**src/rtl/writeback_regfile_pkg.sv**
```systemverilog
// Shared constants and types for the writeback / register file slice.
//   DATA_W   : datapath and register width
//   ADDR_W   : register index width
//   NREG     : number of architectural registers
//   REG_ZERO : index of the hardwired-zero register
//   wb_sel_e : source of a committed register value (ALU or data memory)
package writeback_regfile_pkg;

    localparam int unsigned DATA_W = 8;
    localparam int unsigned ADDR_W = 3;
    localparam int unsigned NREG   = 8;

    localparam logic [ADDR_W-1:0] REG_ZERO = '0;

    typedef enum logic {
        WB_ALU = 1'b0,
        WB_MEM = 1'b1
    } wb_sel_e;

endpackage

```
**src/rtl/writeback_regfile_core.sv**
```systemverilog
// Register storage with two combinational read ports and two write ports.
// Write port B wins when both ports target the same index. Index 0 is never
// written, so it always reads back zero.
//   clk, RST                    : clock, synchronous active-high reset
//   rd_a_addr_i / rd_a_data_o   : read port A
//   rd_b_addr_i / rd_b_data_o   : read port B
//   wr_a_en_i/_addr_i/_data_i   : write port A
//   wr_b_en_i/_addr_i/_data_i   : write port B (priority)
module regfile_core #(
    parameter int unsigned DataW = 8,
    parameter int unsigned NReg  = 8,
    parameter int unsigned AddrW = 3
) (
    input  logic             clk,
    input  logic             RST,
    input  logic [AddrW-1:0] rd_a_addr_i,
    output logic [DataW-1:0] rd_a_data_o,
    input  logic [AddrW-1:0] rd_b_addr_i,
    output logic [DataW-1:0] rd_b_data_o,
    input  logic             wr_a_en_i,
    input  logic [AddrW-1:0] wr_a_addr_i,
    input  logic [DataW-1:0] wr_a_data_i,
    input  logic             wr_b_en_i,
    input  logic [AddrW-1:0] wr_b_addr_i,
    input  logic [DataW-1:0] wr_b_data_i
);

    logic [DataW-1:0] regs_q [NReg];
    logic [DataW-1:0] regs_d [NReg];

    always_comb begin
        for (int i = 0; i < int'(NReg); i++) begin
            regs_d[i] = regs_q[i];
        end
        if (wr_a_en_i && (wr_a_addr_i != '0)) begin
            regs_d[wr_a_addr_i] = wr_a_data_i;
        end
        // Applied second so port B overrides port A on the same index.
        if (wr_b_en_i && (wr_b_addr_i != '0)) begin
            regs_d[wr_b_addr_i] = wr_b_data_i;
        end
    end

    always_ff @(posedge clk) begin
        for (int i = 0; i < int'(NReg); i++) begin
            regs_q[i] <= RST ? '0 : regs_d[i];
        end
    end

    assign rd_a_data_o = regs_q[rd_a_addr_i];
    assign rd_b_data_o = regs_q[rd_b_addr_i];

endmodule

```
**src/rtl/writeback_regfile.sv**
```systemverilog
// Register file plus writeback stage. Tracks a single pending load whose data
// arrives from data memory one cycle after issue, bypasses that data to the
// read ports while pending, and arbitrates ALU vs. load commits (ALU wins).
//   clk, RST                    : clock, synchronous active-high reset
//   rs_addr, rt_addr            : read indices
//   rd_addr, RegWrite, MemToReg : destination control of current instruction
//   alu_result, memReadData     : candidate write values
//   regReadDataOne/Two          : combinational read operands
//   wb_en, wb_addr, wb_data     : commit happening at the coming clk edge
module writeback_regfile
    import writeback_regfile_pkg::*;
#(
    parameter int unsigned DATA_W = writeback_regfile_pkg::DATA_W,
    parameter int unsigned NREG   = writeback_regfile_pkg::NREG,
    parameter int unsigned ADDR_W = writeback_regfile_pkg::ADDR_W
) (
    input  logic              clk,
    input  logic              RST,
    input  logic [ADDR_W-1:0] rs_addr,
    input  logic [ADDR_W-1:0] rt_addr,
    input  logic [ADDR_W-1:0] rd_addr,
    input  logic              RegWrite,
    input  logic              MemToReg,
    input  logic [DATA_W-1:0] alu_result,
    input  logic [DATA_W-1:0] memReadData,
    output logic [DATA_W-1:0] regReadDataOne,
    output logic [DATA_W-1:0] regReadDataTwo,
    output logic              wb_en,
    output logic [ADDR_W-1:0] wb_addr,
    output logic [DATA_W-1:0] wb_data
);

    logic              pend_valid_q, pend_valid_d;
    logic [ADDR_W-1:0] pend_addr_q, pend_addr_d;
    logic              alu_wr, load_issue;
    logic [DATA_W-1:0] core_rs_data, core_rt_data;
    wb_sel_e           wb_sel;

    assign alu_wr     = RegWrite && !MemToReg && (rd_addr != ADDR_W'(REG_ZERO));
    assign load_issue = RegWrite &&  MemToReg && (rd_addr != ADDR_W'(REG_ZERO));

    always_comb begin
        pend_valid_d = load_issue;
        pend_addr_d  = pend_addr_q;
        if (load_issue) begin
            pend_addr_d = rd_addr;
        end
    end

    always_ff @(posedge clk) begin
        if (RST) begin
            pend_valid_q <= 1'b0;
            pend_addr_q  <= '0;
        end else begin
            pend_valid_q <= pend_valid_d;
            pend_addr_q  <= pend_addr_d;
        end
    end

    // Load completion on port A, ALU on port B so the younger ALU write wins.
    regfile_core #(
        .DataW (DATA_W),
        .NReg  (NREG),
        .AddrW (ADDR_W)
    ) u_core (
        .clk         (clk),
        .RST         (RST),
        .rd_a_addr_i (rs_addr),
        .rd_a_data_o (core_rs_data),
        .rd_b_addr_i (rt_addr),
        .rd_b_data_o (core_rt_data),
        .wr_a_en_i   (pend_valid_q),
        .wr_a_addr_i (pend_addr_q),
        .wr_a_data_i (memReadData),
        .wr_b_en_i   (alu_wr),
        .wr_b_addr_i (rd_addr),
        .wr_b_data_i (alu_result)
    );

    always_comb begin
        regReadDataOne = core_rs_data;
        regReadDataTwo = core_rt_data;
        if (rs_addr == ADDR_W'(REG_ZERO)) begin
            regReadDataOne = '0;
        end else if (pend_valid_q && (rs_addr == pend_addr_q)) begin
            regReadDataOne = memReadData;
        end
        if (rt_addr == ADDR_W'(REG_ZERO)) begin
            regReadDataTwo = '0;
        end else if (pend_valid_q && (rt_addr == pend_addr_q)) begin
            regReadDataTwo = memReadData;
        end
    end

    always_comb begin
        wb_sel  = alu_wr ? WB_ALU : WB_MEM;
        wb_en   = !RST && (alu_wr || pend_valid_q);
        wb_addr = '0;
        wb_data = '0;
        if (wb_en) begin
            if (wb_sel == WB_ALU) begin
                wb_addr = rd_addr;
                wb_data = alu_result;
            end else begin
                wb_addr = pend_addr_q;
                wb_data = memReadData;
            end
        end
    end

endmodule

```
**config.mk**
```make
export PLATFORM = sky130hd
export DESIGN_NAME = writeback_regfile
export DESIGN_NICKNAME = d
export VERILOG_FILES = /design/src/rtl/writeback_regfile_pkg.sv /design/src/rtl/writeback_regfile_core.sv /design/src/rtl/writeback_regfile.sv
export SDC_FILE = /design/constraint.sdc
export NUM_CORES = 1
export LEC_CHECK = 0
export ABC_AREA = 0
export CORE_UTILIZATION = 38
export CTS_CLUSTER_DIAMETER = 100
export DETAILED_ROUTE_END_ITERATION = 7
export PLACE_DENSITY = 0.57
export SLEW_MARGIN = 20
export SYNTH_ARGS = -nofsm -noshare
export SYNTH_HDL_FRONTEND = slang
export SYNTH_SLANG_ARGS = --single-unit
```
**constraint.sdc**
```tcl
create_clock -name clk -period 4.3 [get_ports clk]
set_input_delay 0.43 -clock clk [delete_from_list [all_inputs] [get_ports clk]]
set_output_delay 0.43 -clock clk [all_outputs]
set_load 0.02 [all_outputs]
```
Word-level counts from Yosys, hierarchy flattened
Memory sizes are Yosys's and may differ from the RTL's.
Index checks and enable logic that the tools add are counted.
{"block": "totals", "romBits": 0, "latchBits": 0, "n_memories": 1, "input_bits": 29, "ff_bits": 4, "out_inout_bits": 28, "elab_cells": 53, "ramBits": 64}
{"memory": "u_core.regs_q", "depth": 8, "width": 8, "rd": 10, "rd_ports_with_merged_regs": 0, "wr": 8, "line_no": "writeback_regfile_core.sv:28", "text": "logic [DataW-1:0] regs_q [NReg];"}
{"block": "op_classes", "n_mul": 0, "n_reduce_logical": 18, "n_eq_ne": 2, "n_mux": 24, "n_shift": 0, "add_sub_neg": 0, "div_mod_pow": 0, "n_lt_le_gt_ge": 4, "n_bitwise": 2}
{"cell": "64-bit bitwise mux", "count": 2}
{"cell": "64-bit two-way mux", "count": 2}
{"cell": "8-bit two-way mux", "count": 16}
{"cell": "8-bit demux with 3-bit select", "count": 2}
{"cell": "1-bit logical AND", "count": 11}
{"cell": "4-bit >= comparator, second input constant", "count": 2}
{"cell": "4-bit by 1-bit < comparator with 1-bit output, second input constant", "count": 2}
{"cell": "3-bit NOT with 4-bit output", "count": 2}
{"cell": "3-bit == test", "count": 2}
{"cell": "3-bit logical NOT", "count": 2}
{"cell": "3-bit two-way mux", "count": 2}
{"cell": "3-bit nonzero test", "count": 2}
{"cell": "1-bit logical NOT", "count": 2}
{"cell": "1-bit logical OR", "count": 1}

Depth between registers and ports, before layout
Gate-level depths: netlist of the first run.
{"block": "depth", "depth_word": 10, "ltp_mapped": 7, "mapped_depth_nobuf": 4}

Modules after synthesis
From an unflattened synthesis of the first run, not the netlist that was laid out.
{"block": "hier_totals", "cells_unflattened": 504, "hier_area_um2": 4739.5}
{"mod": "regfile_core", "seq_area_each_um2": 1281.2, "cells_each": 377, "area_per_inst_um2": 3888.7, "n_inst": 1}
{"mod": "writeback_regfile", "seq_area_each_um2": 80.1, "cells_each": 127, "area_per_inst_um2": 850.8, "n_inst": 1}

Worst setup path after synthesis of the first run
Ideal clock, no wire load.
{"block": "synth_path", "path_kind": "input port to output port", "startpoint": "input rt_addr[0]", "endpoint": "output regReadDataTwo[6]", "n_path_buf": 2, "setup_slack_ps": 2041, "cell_stages": 5, "t_required_ps": 3870, "arrival_ps": 1829, "cell_sequence": "buf_2 > xnor2_1 > nand4_1 > buf_2 > a211oi_1"}
{"block": "synth_between", "elab_chain_cells": 4, "word_cells_on_any_way": 6, "classes_between": "eq/ne (1); mux (2); reduce/logical (2); memory (1)"}
{"element": "start, declared", "line_no": "writeback_regfile.sv:20", "text": "input logic [ADDR_W-1:0] rt_addr,"}
{"element": "parallel branches: the longest is 3 deep, another holds memory 8 x 8 bit"}
{"element": "8-bit two-way mux (*)", "line_no": "writeback_regfile.sv:88", "text": "if (rt_addr == ADDR_W'(REG_ZERO)) begin"}
{"element": "end, declared", "line_no": "writeback_regfile.sv:27", "text": "output logic [DATA_W-1:0] regReadDataTwo,"}
Mark *: on every way between the ends.

Final worst setup path of the first run
{"block": "layout_path", "startpoint": "register pend_addr_q[1]", "endpoint": "output regReadDataTwo[4]"}
{"block": "layout_between", "elab_chain_cells": 4}
{"element": "start, declared", "line_no": "writeback_regfile.sv:34", "text": "logic [ADDR_W-1:0] pend_addr_q, pend_addr_d;"}
{"element": "start signal, assigned", "line_no": "writeback_regfile.sv:56", "text": "pend_addr_q <= pend_addr_d;"}
{"element": "3-bit == test", "line_no": "writeback_regfile.sv:90", "text": "end else if (pend_valid_q && (rt_addr == pend_addr_q)) begin"}
{"element": "1-bit logical AND", "line_no": "writeback_regfile.sv:90"}
{"element": "8-bit two-way mux", "line_no": "writeback_regfile.sv:90"}
{"element": "8-bit two-way mux", "line_no": "writeback_regfile.sv:88"}
Every way passes these cells.

==> results.sh, run 1 <==
export IMPL_outcome="finished with violations"
export IMPL_violations="design-rule violations"
export IMPL_cellPowerDensity_nw_per_um2=292.5
export IMPL_max_stage_delay_ns=0.71
export IMPL_hpwlAfterDp_um=9109
export IMPL_wl_um=14280
export IMPL_ys_warn_count=0
export IMPL_yosys_register_bits=68
export IMPL_rsz0062_at_grt="no"
export IMPL_die_w_um=111.1
export IMPL_min_period_ns=3.554
export IMPL_firstDrtPassIters=7
export IMPL_ios=57
export IMPL_yosysUniqueCellTypes=33
export IMPL_crit_path_max_fanout=16
export IMPL_clk_pin_slew_worst_paths_ns=0.05
export IMPL_drv_slew=0
export IMPL_seqPwrFrac_pct=42.8
export IMPL_grt_pass1_vias=3702
export IMPL_p_switching_mw=0.4152
export IMPL_viasPerCell=5.998
export IMPL_syn_avg_cell_area_um2=9.817
export IMPL_grt_first_pass_wirelength_um=21980
export IMPL_gr_total_overflow=0
export IMPL_dieArea_um2=12350
export IMPL_hold_slack_ns=0.4784
export IMPL_finalNetCount=508
export IMPL_wl_per_cell_um=22.78
export IMPL_cp_top_family="buffers and inverters"
export IMPL_vdd_drop_max_mv=0.1518
export IMPL_postCtsSetupBuffers=0
export IMPL_finalPower_mw=1.548
export IMPL_power_frac_clock_pct=42.7
export IMPL_layout_drive_gt1_share_pct=17.15
export IMPL_endpoint_kind="output pin"
export IMPL_grt_busiest_layer="met2"
export IMPL_setup_viol=0
export IMPL_area_growth_pct=16.92
export IMPL_final_common_cell="nor2_1"
export IMPL_synthCells=461
export IMPL_postLayoutCellArea_um2=5291
export IMPL_clkLatencyLatePin_ns=0.33
export IMPL_grt_usage_pct=23.99
export IMPL_insertedDiodeCount=0
export IMPL_final_cell_mix="nor2_1 (75), mux2i_1 (72), dfxtp_1 (68)"
export IMPL_finClkSkew_ns=0.006128
export IMPL_hold_buffers=0
export IMPL_dp_cells=611
export IMPL_ant_nets=0
export IMPL_routabilityCongestion=0.7972
export IMPL_cp_start_kind="flop"
export IMPL_fin_cells=627
export IMPL_cts_tree="built"
export IMPL_use_met3_pct=5.796
export IMPL_tightestPinTransition_ns=1.140
export IMPL_met2_usage_pct=36.60
export IMPL_reg2reg_slack_ns=1.76
export IMPL_final_util_pct=45.95
export IMPL_yosysSeqAreaShare_pct=30.08
export IMPL_syn_nets=490
export IMPL_start_util_pct=39.30
export IMPL_clockRootBuffer="clkbuf_16"
export IMPL_power_leakage_nw=1.981
export IMPL_post_route_period_util_pct=82.65
export IMPL_drc=12
export IMPL_drv_cap=0
export IMPL_core_area_um2=11520
export IMPL_antenna_found_initial=0
export IMPL_cp_required_ns=3.87
export IMPL_min_path_type="flop to flop"
export IMPL_dr_first_iter_drc_count=324
export IMPL_worstPathCellList="xnor2_1 > nand4_1 > a211oi_1 > clkdlybuf4s50_1"
export IMPL_place_area_um2=5029
export IMPL_intPower_mw=1.133
export IMPL_critPathKind="flop to output pin"
export IMPL_cts_buffers=9
export IMPL_fin_ws_ns=0.7462
export IMPL_cp_slowest_cell="clkdlybuf4s50_1"
export IMPL_cts_resized_gates=0
export IMPL_swShare_pct=26.82
export IMPL_pre_cts_ws_ns=0.8411
export IMPL_syn_cell_area_um2=4526
export IMPL_pwr_share_comb_pct=14.6
export IMPL_relSlewSlack_pct=22.89
export IMPL_cts_sinks=68
export IMPL_fin_setup_tns_ns=0
export IMPL_die_y_um=111.1
export IMPL_path_buf_inv=1
export IMPL_cts_path_max_buffers=2
export IMPL_met1_usage_pct=32.88
export IMPL_cts_htree_levels=3
export IMPL_vias=3761
export IMPL_grt_max_degree=69
export IMPL_row_count=39
export IMPL_hold_violations=0
export IMPL_portBuffers=56
export IMPL_cp_arrival_ns=3.12
export IMPL_fmax_ghz=0.2814
[state kept, by name, indices dropped and copies added (netlist names)]
signal / count
pend_valid_q: 1
pend_addr_q: 3
u_core.regs_q: 64
[worst reg2reg max path, cell delays in order (launching register included)]
cell and delay (ns):
dfxtp_1 0.65, nor4bb_2 1.07, buf_4 0.33, mux2i_1 0.24, a211oi_2 0.09
[layout make-up]
cell class | instances | area, um2
clock buffer | 12 | 236.5
clock inverter | 4 | 26.28
fill | 1128 | 6225
inverter | 1 | 3.754
multi-input combinational | 332 | 2846
sequential | 68 | 1361
tap | 143 | 178.9
timing repair buffer | 67 | 638.1
[kinds of logic (layout without fill, tap and decap cells)]
logic type / count (synthesis) / after routing / share of synthesized area [%]
compound gates: 87 / 87 / 15.51
xor+xnor: 6 / 6 / 1.161
buf+inv: 61 / 84 / 7.298
flops: 68 / 68 / 30.08
mux: 104 / 104 / 31.85
simple gates: 135 / 135 / 14.10
[path summary, 6_finish.rpt]
kind	from	to	depth (start not counted)
setup / recovery	pend_addr_q[1]	regReadDataTwo[4]	4
hold / removal	u_core.regs_q[0][1]	u_core.regs_q[0][1]	1
setup reg to reg	pend_valid_q	u_core.regs_q[1][2]	4
hold reg to reg	u_core.regs_q[0][1]	u_core.regs_q[0][1]	1
[routing by layer]
metal	vias to the layer above	part of all wire [%]
li1	1748	-
met1	1828	44
met2	156	45
met3	29	8.4
met4	0	2.6
met5	-	0
[power groups by stage]
stage | Sequential (mW) | Clock (mW) | Combinational (mW)
2_1_floorplan | 0.665 | 0 | 0.153
3_3_place_gp | 0.674 | 0 | 0.224
3_5_place_dp | 0.675 | 0 | 0.224
4_1_cts | 0.661 | 0.671 | 0.225
5_1_grt | 0.663 | 0.696 | 0.240
6_report | 0.662 | 0.660 | 0.225
[synth_stat cells]
| cell | n | area [um2] |
|---|---|---|
| nor2_1 | 75 | 281.5 |
| mux2i_1 | 72 | 720.7 |
| dfxtp_1 | 68 | 1361 |
| a211oi_1 | 56 | 420.4 |
| mux4_2 | 32 | 720.7 |
| nand2_1 | 26 | 97.59 |
| clkbuf_1 | 20 | 75.07 |
| buf_2 | 19 | 95.09 |
| a211oi_2 | 16 | 200.2 |
| a21oi_1 | 14 | 70.07 |
| buf_4 | 9 | 67.56 |
| nor2b_1 | 8 | 50.05 |
| xnor2_1 | 6 | 52.55 |
| nand3_1 | 5 | 25.02 |
| buf_1 | 4 | 15.01 |
| clkbuf_2 | 4 | 20.02 |
| nand4b_1 | 4 | 35.03 |
| buf_6 | 3 | 33.78 |
| nand4_1 | 3 | 18.77 |
| nand3b_2 | 2 | 22.52 |
| nor3_1 | 2 | 10.01 |
| nor4bb_1 | 2 | 20.02 |
| and2_1 | 1 | 6.260 |
| and2b_2 | 1 | 8.760 |
| and3b_2 | 1 | 10.01 |
| buf_12 | 1 | 20.02 |
| inv_2 | 1 | 3.750 |
| nand2b_1 | 1 | 6.260 |
| nor3_4 | 1 | 16.27 |
| o21bai_2 | 1 | 11.26 |
| or3_1 | 1 | 6.260 |
| or4b_1 | 1 | 10.01 |
| or4b_4 | 1 | 13.76 |
No activity file was read; power rests on OpenSTA's default activity.
==> run 2: changes to the inputs <==
--- a/config.mk
+++ b/config.mk
@@ -9,7 +9,7 @@
 export CORE_UTILIZATION = 38
 export CTS_CLUSTER_DIAMETER = 100
 export DETAILED_ROUTE_END_ITERATION = 7
-export PLACE_DENSITY = 0.57
+export PLACE_DENSITY = 0.59
 export SLEW_MARGIN = 20
 export SYNTH_ARGS = -nofsm -noshare
 export SYNTH_HDL_FRONTEND = slang
==> constraint.sdc (replaced) <==
create_clock -name clk -period 3.2 [get_ports clk]
set_input_delay 0.32 -clock clk [delete_from_list [all_inputs] [get_ports clk]]
set_output_delay 0.32 -clock clk [all_outputs]
set_load 0.02 [all_outputs]
==> run 2 against run 1 <==
First-iteration DRC count is 15% lower. Sequential cell count stayed put. Die area stayed put. Via count is 0.90% higher. Combinational power is 43% higher. The run still ends with design-rule violations left. Non-clock buffer count is 20 higher. Clock power is 53% higher. Worst setup slack worse by 0.58 ns. Clock skew is 0.0013 ns higher. Sequential share of layout area is 1.0 points lower. Largest cell class unchanged.
==> results.sh, run 2 (same netlist as run 1, synthesis figures left out) <==
export IMPL_ant_nets=0
export IMPL_routabilityCongestion=0.8286
export IMPL_wl_um=14220
export IMPL_crit_path_max_fanout=6
export IMPL_area_growth_pct=21.81
export IMPL_worstPathCellList="clkdlybuf4s50_1 > buf_4 > mux4_2 > mux2i_1 > a211oi_1 > clkdlybuf4s50_1"
export IMPL_insertedDiodeCount=0
export IMPL_regArea_um2=1363
export IMPL_vdd_drop_max_mv=0.2290
export IMPL_largestRegisters="u_core.regs_q: 64 flops, pend_addr_q: 3 flops, pend_valid_q: 1 flops"
export IMPL_postLayoutCellArea_um2=5513
export IMPL_r2r_start="pend_valid_q"
export IMPL_max_stage_delay_ns=0.65
export IMPL_min_period_ns=3.032
export IMPL_vias=3795
export IMPL_portBuffers=56
export IMPL_firstDrtPassIters=7
export IMPL_holdPathStages=1
export IMPL_cp_start_kind="primary input"
export IMPL_hold_violations=0
export IMPL_largest_reg_flops=64
export IMPL_cp_arrival_ns=2.71
export IMPL_cts_htree_levels=3
export IMPL_cp_common_cell="clkdlybuf4s50_1"
export IMPL_relSlewSlack_pct=30.60
export IMPL_die_y_um=111.1
export IMPL_place_area_um2=5176
export IMPL_layout_drive_gt1_share_pct=21.43
export IMPL_fmax_ghz=0.3298
export IMPL_final_cell_mix="nor2_1 (75), mux2i_1 (72), dfxtp_1 (67)"
export IMPL_violations="design-rule violations"
export IMPL_min_path_type="flop to flop"
export IMPL_hold_buffers=0
export IMPL_core_area_um2=11520
export IMPL_cts_buffers=9
export IMPL_setup_viol=0
export IMPL_hp_start="u_core.regs_q[0][7]"
export IMPL_multi_input_area_um2=2851
export IMPL_grt_max_degree=69
export IMPL_cts_tree="built"
export IMPL_cellPowerDensity_nw_per_um2=401.9
export IMPL_n_fill_cell=1062
export IMPL_regMostFlops="u_core.regs_q"
export IMPL_drc=14
export IMPL_outcome="finished with violations"
export IMPL_cp_slowest_cell="clkdlybuf4s50_1"
export IMPL_rsz0062_at_grt="no"
export IMPL_endpoint_kind="output pin"
export IMPL_post_route_period_util_pct=94.76
export IMPL_wl_per_cell_um=21.98
export IMPL_tightestPinTransition_ns=1.033
export IMPL_reg2reg_slack_ns=0.96
export IMPL_row_count=39
export IMPL_grt_first_pass_wirelength_um=21920
export IMPL_start_util_pct=39.30
export IMPL_clk_pin_slew_worst_paths_ns=0.05
export IMPL_power_leakage_nw=2.106
export IMPL_hold_end="u_core.regs_q[0][7]"
export IMPL_dieArea_um2=12350
export IMPL_cts_path_max_buffers=2
export IMPL_die_w_um=111.1
export IMPL_grt_pass1_vias=3669
export IMPL_cts_sinks=68
export IMPL_r2r_end="u_core.regs_q[4][6]"
export IMPL_grt_usage_pct=23.57
export IMPL_clockRootBuffer="clkbuf_16"
export IMPL_ios=57
export IMPL_fin_setup_tns_ns=0
export IMPL_final_common_cell="nor2_1"
export IMPL_viasPerCell=5.866
export IMPL_reg2reg_depth=4
export IMPL_cp_required_ns=2.88
export IMPL_drv_cap=0
export IMPL_gr_total_overflow=0
export IMPL_drv_slew=0
export IMPL_finalNetCount=528
export IMPL_critPathKind="primary input to output pin"
export IMPL_clkLatencyLatePin_ns=0.33
export IMPL_dr_first_iter_drc_count=274
export IMPL_antenna_found_initial=0
export IMPL_finClkSkew_ns=0.007398
export IMPL_hpwlAfterDp_um=9939
## run 2: metal layers
metal / vias to the layer above / share of wire (%) / global-route usage [%]
met5: - / 0 / 0
met4: 0 / 0.95 / 5.946
met3: 11 / 8.1 / 5.467
met2: 129 / 48 / 38.41
met1: 1872 / 43 / 31.48
li1: 1783 / - / -
## run 2: power breakdown
| part | switching (mW) | total (mW) | internal [mW] |
|---|---|---|---|
| sequential | 0.0208 | 0.887 | 0.867 |
| combinational | 0.174 | 0.321 | 0.147 |
| clock | 0.385 | 1.01 | 0.623 |
## run 2: area by class of cell
type	count	area share (%)
inverters	1	0.06809
clock inverters	6	1.158
repair buffers	87	14.75
multi-input cells	332	51.72
flip-flops and latches	68	24.72
clock buffers	10	4.335
well taps	143	3.246
## run 2: timing repair
item / CTS / global route
endpoints found under the setup margin: 0 / 7
buffers inserted: 0 / 2
resized for setup: 0 / 1
## run 2: worst max-delay path by stage
stage / from / to / slack (ns) / cells past startpoint
global placement: rt_addr[0] / regReadDataTwo[6] / 0.10 / 6
detailed placement: rt_addr[0] / regReadDataTwo[5] / 0.08 / 6
global route: rt_addr[1] / regReadDataTwo[0] / 0.09 / 6
floorplan: rt_addr[0] / regReadDataTwo[6] / 1.16 / 5
finish: rt_addr[1] / regReadDataTwo[0] / 0.17 / 6
CTS: pend_addr_q[1] / regReadDataTwo[5] / 0.09 / 5
## run 2: worst max-delay path, delay by kind of cell
| kind | cells | cell delay (ns) |
|---|---|---|
| compound gates | 1 | 0.13 |
| mux | 2 | 0.78 |
| buf+inv | 3 | 1.48 |
## run 2: stage by stage
step / hold slack (ns) / cells / util, % / power (mW) / worst slack [ns]
global placement: 0.4639 / 629 / 44.95 / 1.219 / 0.1029
global route: 0.4977 / 647 / 47.87 / 2.291 / 0.08598
finish: 0.4830 / 647 / 47.87 / 2.216 / 0.1678
floorplan: 0.4509 / 461 / - / 1.099 / 1.161
detailed placement: 0.4719 / 629 / 44.95 / 1.222 / 0.08492
CTS: 0.4805 / 645 / 47.58 / 2.223 / 0.08663
==> run 3: changes to the inputs <==
--- a/config.mk
+++ b/config.mk
@@ -6,10 +6,11 @@
 export NUM_CORES = 1
 export LEC_CHECK = 0
 export ABC_AREA = 0
-export CORE_UTILIZATION = 38
+export CORE_UTILIZATION = 51
 export CTS_CLUSTER_DIAMETER = 100
 export DETAILED_ROUTE_END_ITERATION = 7
-export PLACE_DENSITY = 0.59
+export GPL_ROUTABILITY_DRIVEN = 1
+export PLACE_DENSITY = 0.76
 export SLEW_MARGIN = 20
 export SYNTH_ARGS = -nofsm -noshare
 export SYNTH_HDL_FRONTEND = slang
==> run 3 against run 2 <==
The flow now finishes without violations. Utilization is 14 points higher. Clock skew down 0.0022 ns. Non-clock buffer count down 7. Die area down 25%. Maximum frequency is 0.20% lower. Global-route usage is 6.0 points higher. Largest power group is now registers.
==> results.sh, run 3 (same netlist as run 1, synthesis figures left out) <==
export IMPL_fin_setup_tns_ns=0
export IMPL_drv_slew=0
export IMPL_clk_pin_slew_worst_paths_ns=0.08
export IMPL_hold_violations=0
export IMPL_clockRootBuffer="clkbuf_8"
export IMPL_critPathKind="primary input to output pin"
export IMPL_crit_path_max_fanout=9
export IMPL_finClkSkew_ns=0.005194
export IMPL_antenna_found_initial=0
export IMPL_drc=0
export IMPL_max_stage_delay_ns=0.91
export IMPL_insertedDiodeCount=0
export IMPL_cts_tree="built"
export IMPL_grt_usage_pct=29.59
export IMPL_min_path_type="flop to flop"
export IMPL_core_area_um2=8636
export IMPL_cellPowerDensity_nw_per_um2=376.3
export IMPL_largest_reg_flops=64
export IMPL_gr_total_overflow=0
export IMPL_largestRegisters="u_core.regs_q: 64 flops, pend_addr_q: 3 flops, pend_valid_q: 1 flops"
export IMPL_cts_resized_gates=0
export IMPL_start_util_pct=52.41
export IMPL_endpoint_kind="output pin"
export IMPL_ios=57
export IMPL_row_count=34
export IMPL_final_common_cell="nor2_1"
export IMPL_cts_sinks=68
export IMPL_cts_htree_levels=3
export IMPL_relSlewSlack_pct=25.02
export IMPL_ant_nets=0
export IMPL_vias=3864
export IMPL_viasPerCell=6.387
export IMPL_layout_drive_gt1_share_pct=19.92
export IMPL_rsz0062_at_grt="no"
export IMPL_grt_pass1_vias=3657
export IMPL_place_area_um2=5107
export IMPL_grt_max_degree=69
export IMPL_hpwlAfterDp_um=8885
export IMPL_hold_slack_ns=0.4834
export IMPL_power_leakage_nw=2.037
export IMPL_drv_cap=0
export IMPL_cp_arrival_ns=2.72
export IMPL_cp_top_family="buffers and inverters"
export IMPL_path_buf_inv=3
export IMPL_cp_common_cell="clkdlybuf4s50_1"
export IMPL_setup_viol=0
export IMPL_tightestPinTransition_ns=1.116
export IMPL_outcome="completed"
export IMPL_final_cell_mix="nor2_1 (75), mux2i_1 (72), dfxtp_1 (68)"
export IMPL_wl_per_cell_um=21.13
export IMPL_cp_required_ns=2.88
export IMPL_fmax_ghz=0.3291
export IMPL_firstDrtPassIters=6
export IMPL_finalNetCount=521
export IMPL_routabilityCongestion=0.8522
export IMPL_die_y_um=96.20
export IMPL_wl_um=12780
export IMPL_vdd_drop_max_mv=0.1994
export IMPL_hold_buffers=0
export IMPL_area_growth_pct=17.78
export IMPL_post_route_period_util_pct=94.95
export IMPL_grt_first_pass_wirelength_um=19490
export IMPL_postCtsSetupBuffers=0
export IMPL_postLayoutCellArea_um2=5330
export IMPL_cp_slowest_cell="nor3_1"
export IMPL_regMostFlops="u_core.regs_q"
export IMPL_cts_path_max_buffers=2
export IMPL_worstPathCellList="clkdlybuf4s50_1 > buf_4 > nor3_1 > a211oi_1 > clkdlybuf4s50_1"
export IMPL_die_w_um=96.20
export IMPL_dieArea_um2=9254
export IMPL_dr_first_iter_drc_count=326
export IMPL_clkLatencyLatePin_ns=0.36
export IMPL_cp_start_kind="primary input"
export IMPL_min_period_ns=3.038
export IMPL_cts_buffers=9
export IMPL_portBuffers=56
run 3: worst register-to-register path: stages, from the launching register on:
cell	delay, ns
dfxtp_1	0.67
nand4b_1	0.75
mux2i_1	0.29
a211oi_1	0.29
run 3: layout make-up:
class	instances	area, um2
Fill cell	715	3306
Multi-Input combinational cell	332	2846
Sequential cell	68	1361
Timing Repair Buffer	80	760.7
Tap cell	108	135.1
Clock buffer	9	123.9
Clock inverter	7	98.84
Inverter	1	3.754
run 3: worst paths after layout:
path	startpoint	end	slack, ns	cells after the start
max	rs_addr[0]	regReadDataOne[5]	0.16	5
max reg2reg	pend_addr_q[1]	u_core.regs_q[6][2]	1.11	3
min	u_core.regs_q[0][0]	u_core.regs_q[0][0]	0.48	1
min reg2reg	u_core.regs_q[0][0]	u_core.regs_q[0][0]	0.48	1
run 3: report_power, final:
group,switching [mW],internal [mW],total [mW]
Clock,0.363,0.444,0.807
Combinational,0.168,0.145,0.313
Sequential,0.0210,0.865,0.886
Total,0.552,1.45,2.01
run 3: metrics by stage:
stage | setup WS, ns | total power [mW] | util [%] | std cells
after global routing | 0.1566 | 2.071 | 61.72 | 605
after floorplan | 1.161 | 1.099 | - | 461
after CTS | 0.2888 | 2.006 | 61.72 | 605
after detailed placement | 0.2872 | 1.214 | 59.14 | 589
after global placement | 0.3512 | 1.208 | 59.14 | 589
final | 0.1617 | 2.006 | 61.72 | 605
run 3: routing by layer:
metal,GRT usage [%],part of all wire [%]
met4,14.93,3.6
met1,37.97,42
met3,3.555,6.6
met2,49.05,48
met5,0,0
